===== src/rtl/miniaig_tt_pkg.sv =====
// Shared types and helpers for the MiniAig truth-table capture block.
package miniaig_tt_pkg;

    typedef enum logic [1:0] {
        IDLE  = 2'd0,
        SWEEP = 2'd1,
        DRAIN = 2'd2,
        HOLD  = 2'd3
    } tt_state_e;

    localparam int MAX_LAT = 7;

    function automatic int tt_w(input int n_pi);
        return 1 << n_pi;
    endfunction

endpackage


===== src/rtl/miniaig_delay_line.sv =====
// Fixed-depth shift register with async reset; DEPTH=0 degenerates to a wire.
module miniaig_delay_line #(
    parameter int W     = 1,
    parameter int DEPTH = 0
) (
    input  logic         clk,
    input  logic         rst_n,
    input  logic [W-1:0] d,
    output logic [W-1:0] q
);

    generate
        if (DEPTH == 0) begin : g_wire
            logic unused_clk_rst;
            assign unused_clk_rst = clk ^ rst_n;
            assign q = d;
        end else begin : g_pipe
            logic [W-1:0] stage [DEPTH];

            always_ff @(posedge clk or negedge rst_n) begin
                if (!rst_n) begin
                    for (int i = 0; i < DEPTH; i++) begin
                        stage[i] <= '0;
                    end
                end else begin
                    stage[0] <= d;
                    for (int i = 1; i < DEPTH; i++) begin
                        stage[i] <= stage[i-1];
                    end
                end
            end

            assign q = stage[DEPTH-1];
        end
    endgenerate

endmodule


===== src/rtl/miniaig_tt_capture.sv =====
// Exhaustive input sweep of a combinational MiniAig netlist; packs po0 responses
// into a truth table and compares it against a golden table.
module miniaig_tt_capture
    import miniaig_tt_pkg::*;
#(
    parameter int N_PI = 5,
    parameter int LAT  = 0
) (
    input  logic                     clk,
    input  logic                     rst_n,
    input  logic                     start,
    output logic                     busy,
    output logic [N_PI-1:0]          pi_drive,
    input  logic                     po_sample,
    input  logic [tt_w(N_PI)-1:0]    exp_tt,
    output logic [tt_w(N_PI)-1:0]    tt,
    output logic                     tt_valid,
    input  logic                     tt_ack,
    output logic                     match,
    output logic [N_PI-1:0]          fail_idx
);

    localparam int TT_W = tt_w(N_PI);
    localparam logic [2:0] DRAIN_LAST = (LAT > 0) ? 3'(LAT - 1) : 3'd0;

    tt_state_e         state;
    logic [N_PI:0]     cnt;
    logic [N_PI:0]     cnt_inc;
    logic [2:0]        drain_cnt;
    logic [TT_W-1:0]   exp_q;
    logic [TT_W-1:0]   diff;
    logic [N_PI:0]     pipe_d;
    logic [N_PI:0]     pipe_q;
    logic              cap_valid;
    logic [N_PI-1:0]   cap_idx;
    logic [N_PI-1:0]   lowest_idx;

    // The extra counter bit flags that the last pattern has had its full cycle.
    assign cnt_inc = cnt + 1'b1;

    // {valid, index} travels LAT cycles so each capture lines up with its pattern.
    assign pipe_d = {state == SWEEP, pi_drive};

    miniaig_delay_line #(
        .W     (N_PI + 1),
        .DEPTH (LAT)
    ) u_pipe (
        .clk   (clk),
        .rst_n (rst_n),
        .d     (pipe_d),
        .q     (pipe_q)
    );

    assign cap_valid = pipe_q[N_PI];
    assign cap_idx   = pipe_q[N_PI-1:0];

    always_ff @(posedge clk or negedge rst_n) begin
        if (!rst_n) begin
            state     <= IDLE;
            cnt       <= '0;
            drain_cnt <= '0;
            pi_drive  <= '0;
            exp_q     <= '0;
            busy      <= 1'b0;
            tt_valid  <= 1'b0;
        end else begin
            case (state)
                IDLE: begin
                    if (start) begin
                        state    <= SWEEP;
                        busy     <= 1'b1;
                        cnt      <= '0;
                        pi_drive <= '0;
                        exp_q    <= exp_tt;
                    end
                end
                SWEEP: begin
                    cnt <= cnt_inc;
                    if (cnt_inc[N_PI]) begin
                        // pi_drive parks on the last pattern rather than wrapping.
                        if (LAT > 0) begin
                            state     <= DRAIN;
                            drain_cnt <= '0;
                        end else begin
                            state    <= HOLD;
                            busy     <= 1'b0;
                            tt_valid <= 1'b1;
                        end
                    end else begin
                        pi_drive <= cnt_inc[N_PI-1:0];
                    end
                end
                DRAIN: begin
                    if (drain_cnt == DRAIN_LAST) begin
                        state    <= HOLD;
                        busy     <= 1'b0;
                        tt_valid <= 1'b1;
                    end else begin
                        drain_cnt <= drain_cnt + 3'd1;
                    end
                end
                HOLD: begin
                    if (tt_ack) begin
                        state    <= IDLE;
                        tt_valid <= 1'b0;
                    end
                end
                default: begin
                    state <= IDLE;
                end
            endcase
        end
    end

    always_ff @(posedge clk or negedge rst_n) begin
        if (!rst_n) begin
            tt <= '0;
        end else if (state == IDLE && start) begin
            tt <= '0;
        end else if ((state == SWEEP || state == DRAIN) && cap_valid) begin
            tt[cap_idx] <= po_sample;
        end
    end

    assign diff = tt ^ exp_q;

    // Descending scan so the lowest differing bit has the final word.
    always_comb begin
        lowest_idx = '0;
        for (int i = TT_W - 1; i >= 0; i--) begin
            if (diff[i]) begin
                lowest_idx = i[N_PI-1:0];
            end
        end
    end

    assign match    = tt_valid && (diff == '0);
    assign fail_idx = tt_valid ? lowest_idx : '0;

endmodule


===== config.mk =====
export PLATFORM = sky130hd
export DESIGN_NAME = miniaig_tt_capture
export DESIGN_NICKNAME = d
export VERILOG_FILES = /design/src/rtl/miniaig_tt_pkg.sv /design/src/rtl/miniaig_delay_line.sv /design/src/rtl/miniaig_tt_capture.sv
export SDC_FILE = /design/constraint.sdc
export NUM_CORES = 1
export LEC_CHECK = 0
export ABC_CLOCK_PERIOD_IN_PS = 2740
export BUFFER_PORTS_ARGS = -buffer_cell sky130_fd_sc_hd__buf_4
export CORE_MARGIN = 4
export CORE_UTILIZATION = 55
export DETAILED_ROUTE_END_ITERATION = 16
export GPL_TIMING_DRIVEN = 0
export PLACE_DENSITY_LB_ADDON = 0.08
export RECOVER_POWER = 100
export SYNTH_ARGS = -nofsm -noshare
export SYNTH_HDL_FRONTEND = slang
export SYNTH_SLANG_ARGS = --single-unit

===== constraint.sdc =====
create_clock -name clk -period 2.74 [get_ports clk]
set_input_delay 0.548 -clock clk [delete_from_list [all_inputs] [get_ports clk]]
set_output_delay 0.548 -clock clk [all_outputs]
set_load 0.02 [all_outputs]

==> impl_metrics.env <==
export IMPL_status="complete, but fails checks"
export IMPL_violations="max-capacitance violations, max-slew violations"
export IMPL_p_seq_share_pct=37.5
export IMPL_cts_buffer_depth=2
export IMPL_first_pass_iters=6
export IMPL_combPwrFrac_pct=46.8
export IMPL_crit_fanout=4
export IMPL_place_congestion=0.8578
export IMPL_synth_top_flop_cell="dfrtp_1"
export IMPL_rows=32
export IMPL_hold_violations=0
export IMPL_clkPwrFrac_pct=15.7
export IMPL_yosysTopAreaCellShare_pct=46.96
export IMPL_p_per_area_mw_per_mm2=1068
export IMPL_max_slew_margin_rel_pct=-34.59
export IMPL_min_period_over_period_pct=95.48
export IMPL_crit_type="flop to output pin"
export IMPL_hold_ws_ps=419.9
export IMPL_max_stage_delay_ps=450
export IMPL_clkSinkCount=82
export IMPL_syn_num_nets=490
export IMPL_synth_cells=445
export IMPL_hp_class="input pin to flop"
export IMPL_cp_cell_sequence="xnor2_2 -> nand4b_1 -> a41oi_1 -> o31ai_1 -> a21boi_0 -> buf_4"
export IMPL_power_switching_w=0.002328
export IMPL_antennaDiodeCount=0
export IMPL_grt_overflow=0
export IMPL_seq_area_frac_synth_pct=46.96
export IMPL_setup_worst_path_start_class="flop"
export IMPL_syn_area_mm2=0.004369
export IMPL_ctsHoldBuffers=0
export IMPL_cts_inserted_buffers=9
export IMPL_rsz0062_at_grt="false"
export IMPL_synth_edf_count=0
export IMPL_hpwl_um=8010
export IMPL_vias=3685
export IMPL_synth_area_leaders="dfrtp_1 47%, mux2_2 9.0%, xnor2_1 5.6%, nand2_1 5.3%, a21oi_1 4.4%"
export IMPL_finalWorstSetupSlack_ps=124.0
export IMPL_area_growth_pct=17.93
export IMPL_leakage_nw=2.222
export IMPL_path_clk_slew_ps=80
export IMPL_crit_slowest_cell="dfrtp_1"
export IMPL_grt_max_degree=83
export IMPL_avgSynthCellArea_um2=9.818
export IMPL_clk_latency_ps=360
export IMPL_drc_errors=0
export IMPL_synth_seq_cells=82
export IMPL_critPathArrivalTime_ps=2070
export IMPL_power_w=0.005505
export IMPL_end_kind="output pin"
export IMPL_chipHeight_um=97.13
export IMPL_yosysTopAreaCell="dfrtp_1"
export IMPL_fin_setup_tns_ps=0
export IMPL_grt_pass1_wl_um=18220
export IMPL_initial_core_util_pct=56.54
export IMPL_detail_route_antenna_nets=0
export IMPL_vias_per_cell=5.731
export IMPL_layout_drive_gt1_share_pct=19.78
export IMPL_yosysWarnings=0
export IMPL_p_int_w=0.003178
export IMPL_worstMarginPinSlew_ps=2019
export IMPL_slew_violations=83
export IMPL_grt_use_total_pct=23.87
export IMPL_grt_pass1_vias=3803
export IMPL_cts_tree="yes"
export IMPL_yosys_cell_types_count=47
export IMPL_synth_async_reset_ratio_pct=100.0
export IMPL_fin_crit_ps=2616
export IMPL_peakVddDrop_uv=579.8
export IMPL_io_buffers=81
export IMPL_totalWireLength_um=10970
export IMPL_num_nets_final=582
export IMPL_wire_per_inst_um=17.06
export IMPL_fmax_mhz=382.3
export IMPL_io_pins=82
export IMPL_core_area_mm2=0.007727
export IMPL_die_x_um=97.13
export IMPL_switching_share_pct=42.28
export IMPL_finalClockSkew_ps=9.450
export IMPL_dieArea_mm2=0.009434
export IMPL_htree_levels=3
export IMPL_drtIter0Drc=166
export IMPL_antenna_found_initial=0
export IMPL_cp_required_ps=2190
export IMPL_setup_violations=0
export IMPL_cts_root_buf="clkbuf_8"
export IMPL_pre_cts_ws_ps=396.4
export IMPL_maxCapViolations=1
==> registers in the layout, indices dropped and copies added, names as in the netlist <==
signal	cells
drain_cnt	3
busy	1
tt	32
pi_drive	5
exp_q	32
tt_valid	1
cnt	6
state	2
==> layout by cell type (no fill, tap or decap), types with 3 or more instances in the layout <==
master    count
a21oi_1      39
ha_1          8
nand4_1       4
clkbuf_8     10
clkbuf_2      4
nor3_1        8
mux2i_1      10
xnor2_2       5
nand2b_1      5
xor2_1       10
nor2_1       31
mux2_2       36
o21ai_0      27
nor3b_1       4
nor2b_1       3
nand3b_1      4
buf_2         5
dfrtp_1      82
nand2_1      62
nand3_1      20
xnor2_1      23
a21bo_2       3
buf_4        36
inv_1        10
clkbuf_1     57
==> kinds of logic after synthesis <==
logic type,count (synthesis),synth area share [%]
simple gates,153,16.35
mux,47,12.00
flops,82,46.96
compound gates,87,11.86
fa+ha+maj,8,2.291
buf+inv,29,2.721
xor+xnor,39,7.818
==> per-stage QoR <==
stage	std cells	cell area, um2	utilization, %
4_1_cts	643	5298	68.56
3_5_place_dp	628	5105	66.06
6_report	643	5152	66.68
5_1_grt	643	5152	66.68
2_1_floorplan	445	4369	-
3_3_place_gp	628	5105	66.06
==> what timing repair did <==
item | in CTS | in global routing
pin swaps | 0 | 0
gates resized for setup | 1 | 5
buffers inserted | 0 | 0
setup endpoints to repair | 1 | 2
==> path summary, 6_finish.rpt <==
| check | start | endpoint | slack, ps | depth (start not counted) |
|---|---|---|---|---|
| setup / recovery | tt[16] | fail_idx[2] | 120 | 6 |
| hold / removal | exp_tt[2] | exp_q[2] | 420 | 2 |
| setup reg to reg | state[0] | tt[13] | 170 | 7 |
| hold reg to reg | drain_cnt[2] | drain_cnt[2] | 510 | 1 |
| max in group asynchronous | rst_n | exp_q[8] | 810 | 1 |
| min in group asynchronous | rst_n | exp_q[13] | 770 | 1 |
==> metal layers <==
layer / wire, um / GRT usage [%]
met5: 0 / 0
met4: 223 / 8.747
met3: 731 / 5.671
met2: 5304 / 39.44
met1: 4713 / 30.59
==> synth_stat cells, drive strengths merged (3+ instances only) <==
library cell  number
dfrtp             82
nand2             62
a21oi             39
mux2              37
nor2              31
xnor2             28
o21ai             27
nand3             21
xor2              11
clkbuf            10
inv               10
mux2i             10
buf                9
ha                 8
nor3               8
nand2b             5
nand3b             4
nand4              4
nor3b              4
a21bo              3
nor2b              3
==> critical path, delay by kind of cell (launching register included) <==
family | cells | cell delay [ps]
AOI/OAI and AO/OA | 3 | 620
and+or+nand+nor | 1 | 190
DFF | 1 | 450
buffers and inverters | 1 | 200
xor gates and xnor gates | 1 | 260
==> power by group through the flow <==
stage          registers [W]  logic (W)  clock network (W)
2_1_floorplan        0.00212    0.00176                  0
3_3_place_gp         0.00203    0.00263                  0
3_5_place_dp         0.00207    0.00270                  0
4_1_cts              0.00205    0.00272           0.000875
5_1_grt              0.00212    0.00287           0.000921
6_report             0.00206    0.00258           0.000864
==> layout make-up <==
cell class / instances / area, um2
multi-input combinational: 334 / 2228
timing repair buffer: 81 / 445.4
fill: 690 / 2575
clock inverter: 3 / 40.04
inverter: 10 / 37.54
sequential: 82 / 2052
buffer: 19 / 76.32
tap: 102 / 127.6
clock buffer: 12 / 145.1
Note: power is estimated with default switching activity, not from simulation.
